$ cat config.mk
export PLATFORM = sky130hd
export DESIGN_NAME = l0p_link_mgmt_controller
export DESIGN_NICKNAME = d
export VERILOG_FILES = /design/src/rtl/l0p_link_mgmt_controller.sv
export SDC_FILE = /design/constraint.sdc
export NUM_CORES = 1
export LEC_CHECK = 0
export ABC_AREA = 1
export CAP_MARGIN = 20
export CORE_UTILIZATION = 55
export DETAILED_ROUTE_END_ITERATION = 10
export PLACE_DENSITY = 0.86
export SLEW_MARGIN = 20
export SYNTH_ARGS = -nofsm -noshare
export SYNTH_HDL_FRONTEND = slang
export SYNTH_SLANG_ARGS = --single-unit
$ cat constraint.sdc
create_clock -name clk -period 4.05 [get_ports clk]
set_clock_uncertainty 0.15 [all_clocks]
set_input_delay 0.81 -clock clk [delete_from_list [all_inputs] [get_ports clk]]
set_output_delay 0.81 -clock clk [all_outputs]
set_load 0.05 [all_outputs]
$ cat src/rtl/l0p_link_mgmt_controller.sv
// Link Management DLLP decoder and local L0p width-change negotiator.
// DLLPs are registered once; all DLLP-driven effects appear in the following cycle.
module l0p_link_mgmt_controller #(
    parameter logic [2:0]  MAX_WIDTH_CODE = 3'd4,
    parameter int unsigned TIMEOUT_CYCLES = 1024,
    parameter int unsigned RETRY_MAX      = 2,
    parameter int unsigned CNT_W          = 16
) (
    input  logic             clk,
    input  logic             rst,
    input  logic             dllp_valid,
    input  logic [31:0]      dllp_data,
    input  logic             local_req_valid,
    output logic             local_req_ready,
    input  logic [2:0]       local_req_width,
    input  logic             local_req_priority,
    output logic             tx_req_send,
    output logic [2:0]       tx_req_width,
    output logic             remote_req_valid,
    output logic [2:0]       remote_req_width,
    output logic             remote_req_priority,
    output logic             width_update,
    output logic [2:0]       current_width,
    output logic             local_done,
    output logic [1:0]       local_status,
    output logic [CNT_W-1:0] err_count,
    output logic             busy
);
    localparam int unsigned TW = (TIMEOUT_CYCLES > 2) ? $clog2(TIMEOUT_CYCLES) : 1;
    localparam int unsigned RW = $clog2(RETRY_MAX + 2);
    localparam logic [TW-1:0] TIMER_LAST = TW'(TIMEOUT_CYCLES - 1);
    localparam logic [RW-1:0] RETRY_LAST = RW'(RETRY_MAX);

    typedef enum logic [0:0] {IDLE, WAIT_RSP} state_t;

    state_t        state;
    logic          d_valid;
    logic [31:0]   d_data;
    logic [TW-1:0] timer;
    logic [RW-1:0] retries;
    logic [2:0]    lat_width;
    logic          lat_priority;

    logic          is_lm, well_formed, is_req, is_rsp, is_bad;
    logic [3:0]    cmd;
    logic [2:0]    d_width;
    logic          d_priority, rsp_accept;

    always_comb begin
        cmd         = d_data[14:11];
        d_width     = d_data[2:0];
        d_priority  = d_data[15];
        rsp_accept  = (d_data[10:8] == 3'b000);
        is_lm       = d_valid && (d_data[31:24] == 8'h28);
        well_formed = (d_data[23:16] == 8'h00) && (d_width <= MAX_WIDTH_CODE)
                      && ((cmd == 4'h1) || (cmd == 4'h2));
        is_req      = is_lm && well_formed && (cmd == 4'h1);
        is_rsp      = is_lm && well_formed && (cmd == 4'h2);
        is_bad      = is_lm && !well_formed;
    end

    assign local_req_ready = (state == IDLE);
    assign busy            = (state != IDLE);

    always_ff @(posedge clk or posedge rst) begin
        if (rst) begin
            d_valid <= 1'b0;
            d_data  <= '0;
        end else begin
            d_valid <= dllp_valid;
            d_data  <= dllp_data;
        end
    end

    always_ff @(posedge clk or posedge rst) begin
        if (rst) begin
            state               <= IDLE;
            timer               <= '0;
            retries             <= '0;
            lat_width           <= '0;
            lat_priority        <= 1'b0;
            tx_req_send         <= 1'b0;
            tx_req_width        <= '0;
            remote_req_valid    <= 1'b0;
            remote_req_width    <= '0;
            remote_req_priority <= 1'b0;
            width_update        <= 1'b0;
            current_width       <= MAX_WIDTH_CODE;
            local_done          <= 1'b0;
            local_status        <= '0;
            err_count           <= '0;
        end else begin
            tx_req_send      <= 1'b0;
            remote_req_valid <= 1'b0;
            width_update     <= 1'b0;
            local_done       <= 1'b0;

            if (is_bad && (err_count != '1))
                err_count <= err_count + 1'b1;

            case (state)
                IDLE: begin
                    if (is_req) begin
                        remote_req_valid    <= 1'b1;
                        remote_req_width    <= d_width;
                        remote_req_priority <= d_priority;
                    end
                    if (local_req_valid) begin
                        lat_width    <= local_req_width;
                        lat_priority <= local_req_priority;
                        tx_req_send  <= 1'b1;
                        tx_req_width <= local_req_width;
                        timer        <= '0;
                        retries      <= '0;
                        state        <= WAIT_RSP;
                    end
                end
                WAIT_RSP: begin
                    // Matching response outranks preemption and timeout in the same cycle.
                    if (is_rsp && (d_width == lat_width)) begin
                        local_done <= 1'b1;
                        state      <= IDLE;
                        if (rsp_accept) begin
                            local_status  <= 2'b00;
                            current_width <= lat_width;
                            width_update  <= (current_width != lat_width);
                        end else begin
                            local_status <= 2'b01;
                        end
                    end else if (is_req && d_priority && !lat_priority) begin
                        local_done          <= 1'b1;
                        local_status        <= 2'b11;
                        remote_req_valid    <= 1'b1;
                        remote_req_width    <= d_width;
                        remote_req_priority <= d_priority;
                        state               <= IDLE;
                    end else if (timer == TIMER_LAST) begin
                        if (retries < RETRY_LAST) begin
                            retries      <= retries + 1'b1;
                            timer        <= '0;
                            tx_req_send  <= 1'b1;
                            tx_req_width <= lat_width;
                        end else begin
                            local_done   <= 1'b1;
                            local_status <= 2'b10;
                            state        <= IDLE;
                        end
                    end else begin
                        timer <= timer + 1'b1;
                    end
                end
                default: state <= IDLE;
            endcase
        end
    end
endmodule

* After elaboration in Yosys (flattened, before gate mapping)
Index checks and enable logic that the tools add are counted.
Storage, ports and cells: memories 0, output and inout bits 34, word-level logic and storage cells 115, bits of input ports 40, register bits 82, bits in writable memories 0, memory bits (read-only) 0, bits in latches 0
Operators by class: shift-type cells 0, $add $sub $neg 3, reduce and logical (&&, ||, !) cells 23, bitwise gates (word level) 1, div/mod/pow operators 0, $lt $le $gt $ge 2, multiply operators 0, eq/ne operators 16, multiplexer cells 53
Operators with widths (count):
- $mux 10 | 5
- $mux 3 | 8
- $mux 1 | 23
- $pmux 10 s2 | 1
- $mux 2 | 9
- $add 16x1->16 const B | 1
- $ne 16x16->1 const B | 1
- $pmux 3 s2 | 2
- $logic_and 1x1->1 | 11
- $add 10x1->10 const B | 1
- $eq 10x10->1 const B | 1
- $reduce_and 3->1 | 3
- $eq 8x6->1 const B | 1
- $logic_not 8->1 | 1
- $ne 2x1->1 const B | 4
- $pmux 1 s2 | 4
- $ne 2x2->1 const B | 3
- $reduce_and 5->1 | 1
- $eq 4x1->1 const B | 1
- $eq 4x2->1 const B | 1
- $pmux 2 s2 | 1
- $reduce_and 4->1 | 1
- $eq 3x3->1 | 1
- $le 3x3->1 const B | 1
- other kinds (11) | 12

* Logic depth before layout (Yosys ltp)
Gate-level depths: netlist of the first run.
word-level depth 10, gate-level depth with buffers 11, mapped depth without buffers 11

* Worst setup path after synthesis of the first run
No wires, ideal clock.
path kind flip-flop to output port, start register state (netlist: busy), end output local_req_ready, slack 2035 ps, path buffers 1, data arrival time 1055 ps, data required time 3090 ps, stages on the path, launching flop included 3, path through dfrtp_1 > inv_1 > buf_2
On the way: cells in the longest elaborated chain, start to end 1
RTL lines:
- start, declared | RTL line 36 | state_t state;
- start signal, assigned | RTL line 77 | state <= IDLE;
- start signal, assigned | RTL line 115 | state <= WAIT_RSP;
- start signal, assigned | RTL line 122 | state <= IDLE;
- $not 1->1 (no line)
- end, declared | RTL line 14 | output logic local_req_ready,
No other way between the ends.

* Worst setup path after layout of the first run
Same ends and word-level chain as after synthesis.

==> reports/metrics.yaml, run 1 <==
status:
  status: "complete, no violations"
power:
  power_frac_comb: 0.053
  seqPwrFrac: 0.535
  clkPwrFrac: 0.412
  switching_power_uw: 335
  p_per_area_nw_per_um2: 333
  ir_drop_v: 0.000223
  p_leak_nw: 2.11
  internal_power_mw: 1.15
  p_sw_frac: 0.225
  power_mw: 1.48
floorplan:
  core_um2: 6030
  chipHeight_um: 81.5
  start_util: 0.577
  num_rows: 28
  ios: 74
  die_w_um: 81.5
  die-area_um2: 6650
timing:
  max_freq_ghz: 0.318
  tightestPinTransition_ns: 0.730
  min_period_ns: 3.14
  maxSlewHeadroom: 0.511
  setup_violations: 0
  finalHoldViolations: 0
  slew_violations: 0
  rsz0062_at_grt: "no"
  setup_tns_ns: 0
  finalCritPeriodShare: 0.776
  whs_ns: 0.355
worst_setup_path:
  cp_top_family: "buffers and inverters"
  rrSetupSlack_ns: 1.82
  path_buf_inv: 2
  end_kind: "primary output"
  cp_data_arrival_time_ns: 2.18
  worstPathRequired_ns: 3.09
  worstSetupPathType: "flip-flop to primary output"
  cp_slowest_cell: "clkdlybuf4s50_1"
  cp_max_fo: 13
  worstSetupStartpointType: "flip-flop"
  path_cells: "inv_1 -> clkdlybuf4s50_1"
  slowest_delay_ns: 0.88
yosys:
  synth_area_leaders: "dfrtp_1 (55%), nand2_1 (10%), nand3_1 (5.6%)"
  yosysWarnings: 0
  synth_area_leader_cell: "dfrtp_1"
  ys_ff_latch: 77
  yosysUniqueCellTypes: 34
  syn_area_um2: 3480
  synth.avg_cell_area_um2: 9.13
  synth_fp_nets: 423
  seq_area_frac_synth: 0.554
  postSynthCellCount: 381
  synth_top_area_frac: 0.547
placed_design:
  io_buffer_count: 68
  dpl.hpwl_mm: 5.09
  place_inst: 520
  place.gp.congestion: 0.838
clocking:
  cts_tree: "yes"
  cts_hold_buf: 0
  clk_pin_slew_ns: 0.08
  post_cts_buffers: 0
  ctsResizeCount: 0
  numCtsBuffers: 9
  clk_latency_ns: 0.35
  cts_max_level: 3
  ctsLongestPathBuffers: 2
  cts_num_sinks: 77
  root_buffer: "clkbuf_8"
final_layout:
  seqCellArea_um2: 1930
  final_cell_mix: "nand2_1 (93), dfrtp_1 (76), clkdlybuf4s50_1 (68), inv_1 (47), nand3_1 (39)"
  nets: 498
  fillers: 431
  final_core_util: 0.740
  instances_no_fill: 536
  area_growth_syn_to_layout_pct: 28.3
  antennaDiodeCount: 0
  multi_input_area_um2: 1340
  final_common_cell: "nand2_1"
  drive_gt1_frac: 0.0998
routing:
  wirelength_mm: 6.98
  drt_iter0_drc: 190
  wl_per_cell_um: 13.0
  vias: 2760
  detail_route.first_pass.iterations: 4
  ant_nets: 0
  vias_per_cell: 5.15
  drc: 0
grt:
  first_global_vias: 2762
  antenna_found_initial: 0
  grt_pass1_wl_mm: 11.8
  grt-ovfl-total: 0
  grt_max_degree: 45
  grt_usage: 0.235
job:
  cap_viol_max_count: 0
min_path:
  hp-class: "flip-flop to flip-flop"
cell type report:
type | instances | area share
timing repair buffer | 69 | 0.157
sequential | 77 | 0.432
tap | 75 | 0.0210
inverter | 49 | 0.0412
clock inverter | 5 | 0.0146
multi-input combinational | 250 | 0.300
clock buffer | 11 | 0.0339
worst paths after layout:
path / start / to / cells after the start
setup / recovery: busy / local_req_ready / 2
hold / removal: remote_req_priority / remote_req_priority / 2
setup reg to reg: timer[0] / timer[2] / 10
hold reg to reg: remote_req_priority / remote_req_priority / 2
max in group asynchronous: rst / current_width[2] / 3
min in group asynchronous: rst / timer[2] / 2
synth_stat cells, drive strengths merged:
library cell	count
nor3	8
o211ai	1
nand2	99
o21ai	18
nand3	42
nor4	2
nor3b	1
clkbuf	3
a31oi	1
dfrtp	76
ha	2
nand3b	3
or2	2
a21oi	3
buf	2
dfstp	1
nand4	8
inv	49
nor2	38
xnor2	12
xor2	9
mux2	1
metrics by stage:
stage,instance area [um2],setup WS (ns)
final,4460,0.908
after global routing,4460,0.841
after CTS,4460,0.917
after detailed placement,4250,1.31
after global placement,4250,1.32
after floorplan,3480,1.12
flip-flops by register name (all words and copies together) (netlist names):
name and cells:
lat_width 3, busy 1, d_valid 1, timer 10, width_update 1, remote_req_width 3, local_done 1, err_count 16
remote_req_valid 1, tx_req_width 3, current_width 3, local_status 2, retries 2, d_data 27, remote_req_priority 1, tx_req_send 1
lat_priority 1
tightest hold or removal path: stages, from the launching register on:
cell	delay (ns)
dfrtp_1	0.36
nand2_1	0.05
o21ai_0	0.06
cells by family (layout without fill, tap and decap cells):
logic type / Yosys count / in the layout / share of synthesized area
muxes: 1 / 1 / 0.00324
buffers and inverters: 54 / 134 / 0.0608
xor gates and xnor gates: 21 / 21 / 0.0529
adders and majority gates: 2 / 2 / 0.00719
DFF: 77 / 77 / 0.554
and+or+nand+nor: 203 / 203 / 0.287
AOI/OAI and AO/OA: 23 / 23 / 0.0342
metal layers:
layer  global-route usage  routed length, um  vias up
li1                     -                  -     1362
met1                0.283               2920     1297
met2                0.398               3570       90
met3               0.0556                407       11
met4                0.111                 77        0
met5                    0                  0        -
power by group through the flow:
stage	registers, mW	logic, mW	clock network [mW]
2_1_floorplan	0.811	0.0307	0
3_3_place_gp	0.809	0.0769	0
3_5_place_dp	0.810	0.0800	0
4_1_cts	0.794	0.0803	0.621
5_1_grt	0.796	0.0878	0.661
6_report	0.794	0.0784	0.612
Note: power is estimated with default switching activity, not from simulation.
==> inputs of run 2 (changes only) <==
--- a/config.mk
+++ b/config.mk
@@ -7,9 +7,9 @@
 export LEC_CHECK = 0
 export ABC_AREA = 1
 export CAP_MARGIN = 20
-export CORE_UTILIZATION = 55
+export CORE_UTILIZATION = 51
 export DETAILED_ROUTE_END_ITERATION = 10
-export PLACE_DENSITY = 0.86
+export PLACE_DENSITY = 0.81
 export SLEW_MARGIN = 20
 export SYNTH_ARGS = -nofsm -noshare
 export SYNTH_HDL_FRONTEND = slang
==> constraint.sdc (replaced) <==
create_clock -name clk -period 3 [get_ports clk]
set_clock_uncertainty 0.15 [all_clocks]
set_input_delay 0.6 -clock clk [delete_from_list [all_inputs] [get_ports clk]]
set_output_delay 0.6 -clock clk [all_outputs]
set_load 0.05 [all_outputs]
==> run 2 against run 1 <==
Compared with the run above: the flow now finishes with violations (design-rule violations); sequential cell count is the same; sequential power grew 35%; worst hold slack lost 0.0080 ns; design area shrank 0.17%; cell count grew 0.93%; first-iteration DRC count grew 3.7%; via count shrank 2.0%; critical path type unchanged; largest cell class unchanged.
==> reports/metrics.yaml, run 2 (synthesized netlist as in run 1, its figures left out) <==
status:
  status: "finished, violations left"
  violations: "design-rule violations"
clocking:
  root_buffer: "clkbuf_8"
  cts_num_sinks: 77  # unchanged
  ctsLongestPathBuffers: 2  # unchanged
  clk_pin_slew_ns: 0.08  # about the same
  cts_hold_buf: 0  # unchanged
  clk_latency_ns: 0.36  # about the same
  cts_max_level: 3  # unchanged
  ctsResizeCount: 0  # unchanged
  numCtsBuffers: 9  # unchanged
  post_cts_buffers: 0  # unchanged
  cts_tree: "yes"
worst_setup_path:
  path_buf_inv: 1  # -1
  path_cells: "clkdlybuf4s50_1"
  cp_slowest_cell: "clkdlybuf4s50_1"
  cp_top_family: "buffers and inverters"
  end_kind: "primary output"
  worstSetupStartpointType: "flip-flop"
  cp_data_arrival_time_ns: 1.86  # -0.32 ns
  worstSetupPathType: "flip-flop to primary output"
  worstPathRequired_ns: 2.25  # -0.84 ns
  slowest_delay_ns: 0.89  # about the same
  cp_max_fo: 13  # unchanged
floorplan:
  die-area_um2: 7150  # +7.6%
  start_util: 0.539  # -0.0387
  ios: 74  # unchanged
  num_rows: 29  # +3.6%
  chipHeight_um: 84.6  # +3.8%
  die_w_um: 84.6  # +3.8%
  core_um2: 6460  # +7.2%
final_layout:
  drive_gt1_frac: 0.106  # +0.00582
  area_growth_syn_to_layout_pct: 28.1
  multi_input_area_um2: 1340  # unchanged
  top_register: "d_data"
  instances_no_fill: 541  # +0.93%
  largest_register_ffs: 27  # unchanged
  antennaDiodeCount: 0  # unchanged
  top_regs: "d_data (27), err_count (16), timer (10)"
  final_core_util: 0.690  # -0.0508
  final_common_cell: "nand2_1"
  fillers: 505  # +17%
  nets: 501  # +0.60%
  seqCellArea_um2: 1930  # unchanged
  final_cell_mix: "nand2_1 (93), dfrtp_1 (76), clkdlybuf4s50_1 (68), inv_1 (47), nand3_1 (39)"
grt:
  grt_usage: 0.207  # -0.0279
  first_global_vias: 2584  # -6.4%
  grt-ovfl-total: 0  # unchanged
  grt_pass1_wl_mm: 11.5  # -2.6%
  antenna_found_initial: 0  # unchanged
  grt_max_degree: 34  # -24%
placed_design:
  io_buffer_count: 68  # unchanged
  dpl.hpwl_mm: 4.81  # -5.5%
  place.gp.congestion: 0.798  # -4.7%
  place_inst: 525  # +0.96%
job:
  cap_viol_max_count: 0  # unchanged
power:
  ir_drop_v: 0.000311  # +39%
  p_per_area_nw_per_um2: 427  # +28%
  p_leak_nw: 2.10  # -0.29%
  power_mw: 1.90  # +28%
routing:
  wirelength_mm: 6.49  # -7.0%
  drt_iter0_drc: 197  # +3.7%
  wl_per_cell_um: 12.0  # -7.9%
  vias: 2706  # -2.0%
  vias_per_cell: 5.00  # -2.9%
  ant_nets: 0  # unchanged
  detail_route.first_pass.iterations: 7  # +3
  drc: 4  # +4
timing:
  setup_violations: 0  # unchanged
  tightestPinTransition_ns: 0.683  # -0.0472 ns
  maxSlewHeadroom: 0.544  # +0.0330
  max_freq_ghz: 0.383
  min_period_ns: 2.61
  finalHoldViolations: 0  # unchanged
  rsz0062_at_grt: "no"
  slew_violations: 0  # unchanged
  setup_tns_ns: 0  # unchanged
  finalCritPeriodShare: 0.870
min_path:
  hp-class: "flip-flop to flip-flop"
## run 2: cell types whose count changed in the layout (fill, tap and decap cells not counted), sizes merged
cell      before  now
clkbuf        11   10
bufinv         1    0
clkinvlp       0    2
buf            1    4
## run 2: path summary, 6_finish.rpt
kind / start / slack (ns) / depth (start not counted) / endpoint
min reg2reg: remote_req_priority / 0.35 / 2 / remote_req_priority
max: busy / 0.39 / 1 / busy
min in group asynchronous: rst / 0.52 / 2 / err_count[4]
min: remote_req_priority / 0.35 / 2 / remote_req_priority
max in group asynchronous: rst / 1.52 / 3 / current_width[2]
max reg2reg: timer[0] / 0.82 / 10 / timer[4]
## run 2: area by class of cell
cell class | count | area share
Timing Repair Buffer | 72 | 0.162
Sequential cell | 77 | 0.433
Clock buffer | 10 | 0.0309
Multi-Input combinational cell | 250 | 0.301
Tap cell | 77 | 0.0216
Clock inverter | 6 | 0.0104
Inverter | 49 | 0.0413
## run 2: worst reg2reg max path, stage by stage (launching register included)
cell and delay, ns:
dfrtp_1 0.46, ha_1 0.22, nand2_2 0.08, nor2_4 0.12
nand4_2 0.12, nor2_4 0.16, nand3_2 0.11, nand4_2 0.27
nand2_2 0.21, nand2_1 0.11, nand2_1 0.05
## run 2: metrics by stage
stage | area [um2] | hold slack, ns | worst slack, ns
CTS | 4450 | 0.349 | 0.362
finish | 4450 | 0.347 | 0.390
global placement | 4270 | 0.325 | 0.765
global route | 4450 | 0.381 | 0.307
floorplan | 3480 | 0.317 | 0.285
detailed placement | 4270 | 0.330 | 0.754
## run 2: where the power goes
| group | internal, mW | total (mW) | switching [mW] |
|---|---|---|---|
| combinational | 0.0556 | 0.106 | 0.0503 |
| clock | 0.328 | 0.722 | 0.394 |
| sequential | 1.06 | 1.07 | 0.0128 |
## run 2: layer usage
metal,vias to the layer above,GRT usage,part of all wire
met5,-,0,0
met4,0,0.0786,0.018
met3,8,0.0521,0.045
met2,72,0.336,0.48
met1,1261,0.271,0.45
li1,1365,-,-
==> inputs of run 3 (changes only) <==
--- a/config.mk
+++ b/config.mk
@@ -6,10 +6,10 @@
 export NUM_CORES = 1
 export LEC_CHECK = 0
 export ABC_AREA = 1
-export CAP_MARGIN = 20
 export CORE_UTILIZATION = 51
 export DETAILED_ROUTE_END_ITERATION = 10
 export PLACE_DENSITY = 0.81
+export SKIP_CTS_REPAIR_TIMING = 1
 export SLEW_MARGIN = 20
 export SYNTH_ARGS = -nofsm -noshare
 export SYNTH_HDL_FRONTEND = slang
==> results of run 3 <==
Same layout as run 2: the final DEF is identical, and so are final timing and power.
==> variant 1: new RTL, config.mk and constraints of run 2 <==
Change the parameter `TIMEOUT_CYCLES` from 1024 to 2048.
--- a/src/rtl/l0p_link_mgmt_controller.sv
+++ b/src/rtl/l0p_link_mgmt_controller.sv
@@ -2,7 +2,7 @@
 // DLLPs are registered once; all DLLP-driven effects appear in the following cycle.
 module l0p_link_mgmt_controller #(
     parameter logic [2:0]  MAX_WIDTH_CODE = 3'd4,
-    parameter int unsigned TIMEOUT_CYCLES = 1024,
+    parameter int unsigned TIMEOUT_CYCLES = 2048,
     parameter int unsigned RETRY_MAX      = 2,
     parameter int unsigned CNT_W          = 16
 ) (
Behaviour: same outputs for any inputs over 4 cycles, from zero or initial values and one cycle with rst high; that may be too few to reach the edited logic, so the function may still have changed.
==> variant 1 against run 2 <==
Cell area rose by 1.3%. Synthesized area up 1.7%. Sequential share of layout area about the same. Worst setup slack got worse by 73 ps. Non-clock buffer count stayed put. Wire length is 5.3% higher. Clock power increased by 5.4%. Sequential cell count is 1 higher. Final cell count fell by 2.2%. Total power rose by 2.4%. Maximum frequency decreased by 2.7%. Critical path type unchanged.
==> variant 1: results <==
[critical_path]
critPathTopFamily = buffers and inverters
crit_fanout = 8
cp_slowest_cell = clkdlybuf4s50_1
crit_path_max_incr_delay_ps = 860

[logic_synthesis]
ys_types = 37
async_flop_share_pct = 100
synth.most_common_cell = nand2_1
ys_seq_area_share_pct = 55.2
syn-num-nets = 410
netlist_instances = 368
ys_warn_count = 0
synth_area_leaders = dfrtp_1, nand2_1, nand3_1
synth_common_cells = nand2_1, dfrtp_1, inv_1, nand3_1, nor2_1

[clocking]
clock_path_buffers = 2
clk_latency_ps = 350
cts_resized = 0
clkSlewWorstSetupHoldPaths_ps = 80
postCtsSetupBuffers = 0
numCtsBuffers = 9
clockRootBuffer = clkbuf_8
cts_max_level = 3

[cells_and_area]
drive_gt1_share_pct = 12.2
antenna_cells = 0
fin_nets = 489
nFillCells = 494
top_regs = d_data x27, err_count x16, timer x11
instances_no_fill = 529

[placement]
gp_congestion = 0.825
dpl-instance-area_um2 = 4320
place_ws_ps = 685
place_hpwl_um = 5120
port_buffers = 68
place_inst = 513

[routing]
drt_iter0_drc = 177
wirelength_um = 6830
via_per_inst = 5.12
dr.pass1.iters = 4

[pwr]
vdd_ir_drop_max_v = 0.000385
p_leak_nw = 2.08

[global_routing]
grt_max_degree = 42
grt_pass1_wl_um = 11800
grt_pass1_vias = 2682
grt_usage_pct = 21.0
antenna_found_initial = 0

[hold_path]
hold_path_class = flip-flop to flip-flop

[status]
outcome = finished, final reports clean

[timing]
worst_pin_slew_ps = 540
## variant 1: cell type report
cell class	count	area, um^2	area share (%)
Clock buffer	10	128	2.83
Clock inverter	6	62.6	1.39
Inverter	40	153	3.38
Multi-Input combinational cell	246	1410	31.2
Sequential cell	78	1950	43.3
Tap cell	77	96.3	2.14
Timing Repair Buffer	72	711	15.8
## variant 1: final timing paths
path	start	endpoint	slack, ps	cells after the start
worst min register to register	current_width[2]$_DFFE_PP1P_	current_width[2]$_DFFE_PP1P_	350	2
min in group asynchronous	rst	d_data[12]$_DFF_PP0_	520	3
worst max-delay path	busy$_DFF_PP0_	local_req_ready	320	2
max in group asynchronous	rst	timer[5]$_DFFE_PP0P_	1810	3
worst max register to register	timer[0]$_DFFE_PP0P_	timer[3]$_DFFE_PP0P_	930	10
worst min-delay path	current_width[2]$_DFFE_PP1P_	current_width[2]$_DFFE_PP1P_	350	2
## variant 1: logic make-up (layout without fill, tap and decap cells)
group	after synthesis	in the layout	synth area share, %
multiplexers	1	1	0.318
AND/OR/NAND/NOR	197	197	29.4
flip-flops	78	78	55.2
AO/OA/AOI/OAI	25	25	4.17
adder cells (fa/ha/maj)	2	2	0.707
XOR/XNOR	21	21	5.20
buffers and inverters	44	128	4.95
## variant 1: stage by stage
| stage | util, % | hold WS (ps) |
|---|---|---|
| 2_1_floorplan | - | 317 |
| 3_3_place_gp | 66.2 | 325 |
| 3_5_place_dp | 66.2 | 338 |
| 4_1_cts | 69.1 | 354 |
| 5_1_grt | 69.1 | 377 |
| 6_report | 69.1 | 351 |
## variant 1: power breakdown
| group | internal [mW] | switching, mW |
|---|---|---|
| sequential | 1.07 | 0.0108 |
| combinational | 0.0526 | 0.0499 |
| clock | 0.381 | 0.380 |
| total | 1.51 | 0.440 |
## variant 1: tightest hold or removal path: cells and delay by family, from the launching register on
family / cells / cell delay, ps
flops: 1 / 390
simple gates: 1 / 60
compound gates: 1 / 60
## variant 1: layer usage
layer	part of all wire [%]	routed length (um)	global-route usage, %	vias up
met5	0	0	0	-
met4	1.8	123	8.48	0
met3	3.7	255	3.70	9
met2	51	3480	36.1	66
met1	43	2970	26.5	1286
li1	-	-	-	1347
==> variant 2: new RTL, flow settings as in run 2 <==
Without the edit above. `d_data` no longer has a reset.
--- a/src/rtl/l0p_link_mgmt_controller.sv
+++ b/src/rtl/l0p_link_mgmt_controller.sv
@@ -65,11 +65,13 @@
     always_ff @(posedge clk or posedge rst) begin
         if (rst) begin
             d_valid <= 1'b0;
-            d_data  <= '0;
         end else begin
             d_valid <= dllp_valid;
-            d_data  <= dllp_data;
         end
+    end
+
+    always_ff @(posedge clk) begin
+        d_data <= dllp_data;
     end
 
     always_ff @(posedge clk or posedge rst) begin
Function: same outputs for any inputs over 10 cycles, from zero or initial values and one cycle with rst high; that may be too few to reach the edited logic, so the function may still have changed.
==> variant 2 against run 2 <==
Hold slack got worse by 17 ps. Total power increased by 2.7%. Sequential cell count unchanged. Synthesized cell count decreased by 3.1%. Sequential share of layout area decreased by 1.1 points. First-iteration DRC count decreased by 45%. Worst setup slack got worse by 9.1 ps. Clock power increased by 10%. Cell area decreased by 4.6%. Register-to-register slack improved by 40 ps. Synthesized area decreased by 5.8%. Maximum frequency decreased by 0.35%. Wire length increased by 5.6%. Largest cell class unchanged. Highest routed layer unchanged.
==> variant 2: results <==
[routing]
dr.pass1.iters = 4
route.vias.total = 2659
post_drt_wl_per_cell_um = 13.0
drt_iter0_drc = 108

[global_routing]
grt_usage_pct = 22.9
grt_pass1_vias = 2587
grt_max_degree = 28
grt_pass1_wl_um = 11400
antenna_found_initial = 0

[logic_synthesis]
synth_common_cells = nand2_1, dfrtp_1, inv_1
ys_seq_area_share_pct = 54.7
ys_warn_count = 0
synth_area_per_cell_um2 = 8.88
async_flop_share_pct = 64.9
syn-num-nets = 411
synth_area_leaders = dfrtp_1, dfxtp_1, nand2_1
ys_types = 39

[placement]
port_buffers = 68
dpl-instance-area_um2 = 4050
gp_congestion = 0.879
place_ws_ps = 764
place_inst = 510
place_hpwl_um = 4980

[clocking]
clkSlewWorstSetupHoldPaths_ps = 90
clock_path_buffers = 2
cts_max_level = 3

[critical_path]
cp_slowest_cell = clkdlybuf4s50_1
crit_fanout = 14
crit_path_max_incr_delay_ps = 890

[status]
outcome = finished, final reports clean

[cells_and_area]
top_regs = d_data x27, err_count x16, timer x10
fin_nets = 488
instances_no_fill = 526
drive_gt1_share_pct = 10.2

[pwr]
p_leak_nw = 1.97
vdd_ir_drop_max_v = 0.000455

[timing]
worst_pin_slew_ps = 550
-- variant 2: path summary, 6_finish.rpt --
check	from	end	slack [ps]	cells after the start
max	busy$_DFF_PP0_	busy	380	1
min	tx_req_width[1]$_DFFE_PP0P_	tx_req_width[1]$_DFFE_PP0P_	330	2
max reg2reg	timer[0]$_DFFE_PP0P_	timer[2]$_DFFE_PP0P_	860	10
min reg2reg	tx_req_width[1]$_DFFE_PP0P_	tx_req_width[1]$_DFFE_PP0P_	330	2
max in group asynchronous	rst	current_width[2]$_DFFE_PP1P_	1580	3
min in group asynchronous	rst	timer[5]$_DFFE_PP0P_	460	2
-- variant 2: area by class of cell --
cell class | count | area, um^2
well taps | 75 | 93.8
flip-flops and latches | 77 | 1790
inverters | 41 | 155
clock buffers | 9 | 124
multi-input cells | 245 | 1290
clock inverters | 7 | 78.8
fillers | 491 | 1810
repair buffers | 72 | 711
-- variant 2: cell families after synthesis --
logic type | count (synthesis) | share of synthesized area (%)
AOI/OAI and AO/OA | 25 | 4.50
xor gates and xnor gates | 25 | 6.68
adders and majority gates | 2 | 0.763
buffers and inverters | 47 | 5.84
DFF | 77 | 54.7
and+or+nand+nor | 193 | 27.5
-- variant 2: routing by layer --
metal	vias to the layer above	track usage (%)	share of wire, %
li1	1320	-	-
met1	1245	26.0	41
met2	85	41.2	52
met3	9	6.92	5.8
met4	0	6.84	1.2
met5	-	0	0
-- variant 2: power breakdown --
part	total [mW]	internal, mW	switching [mW]	leakage (nW)
sequential	1.07	1.05	0.0114	0.865
clock	0.795	0.395	0.401	0.101
combinational	0.0891	0.0523	0.0368	1.00
-- variant 2: tightest hold or removal path, stage by stage (launching register included) --
cell and delay [ps]:
dfrtp_1 350, nand2_1 50, nand2_1 50
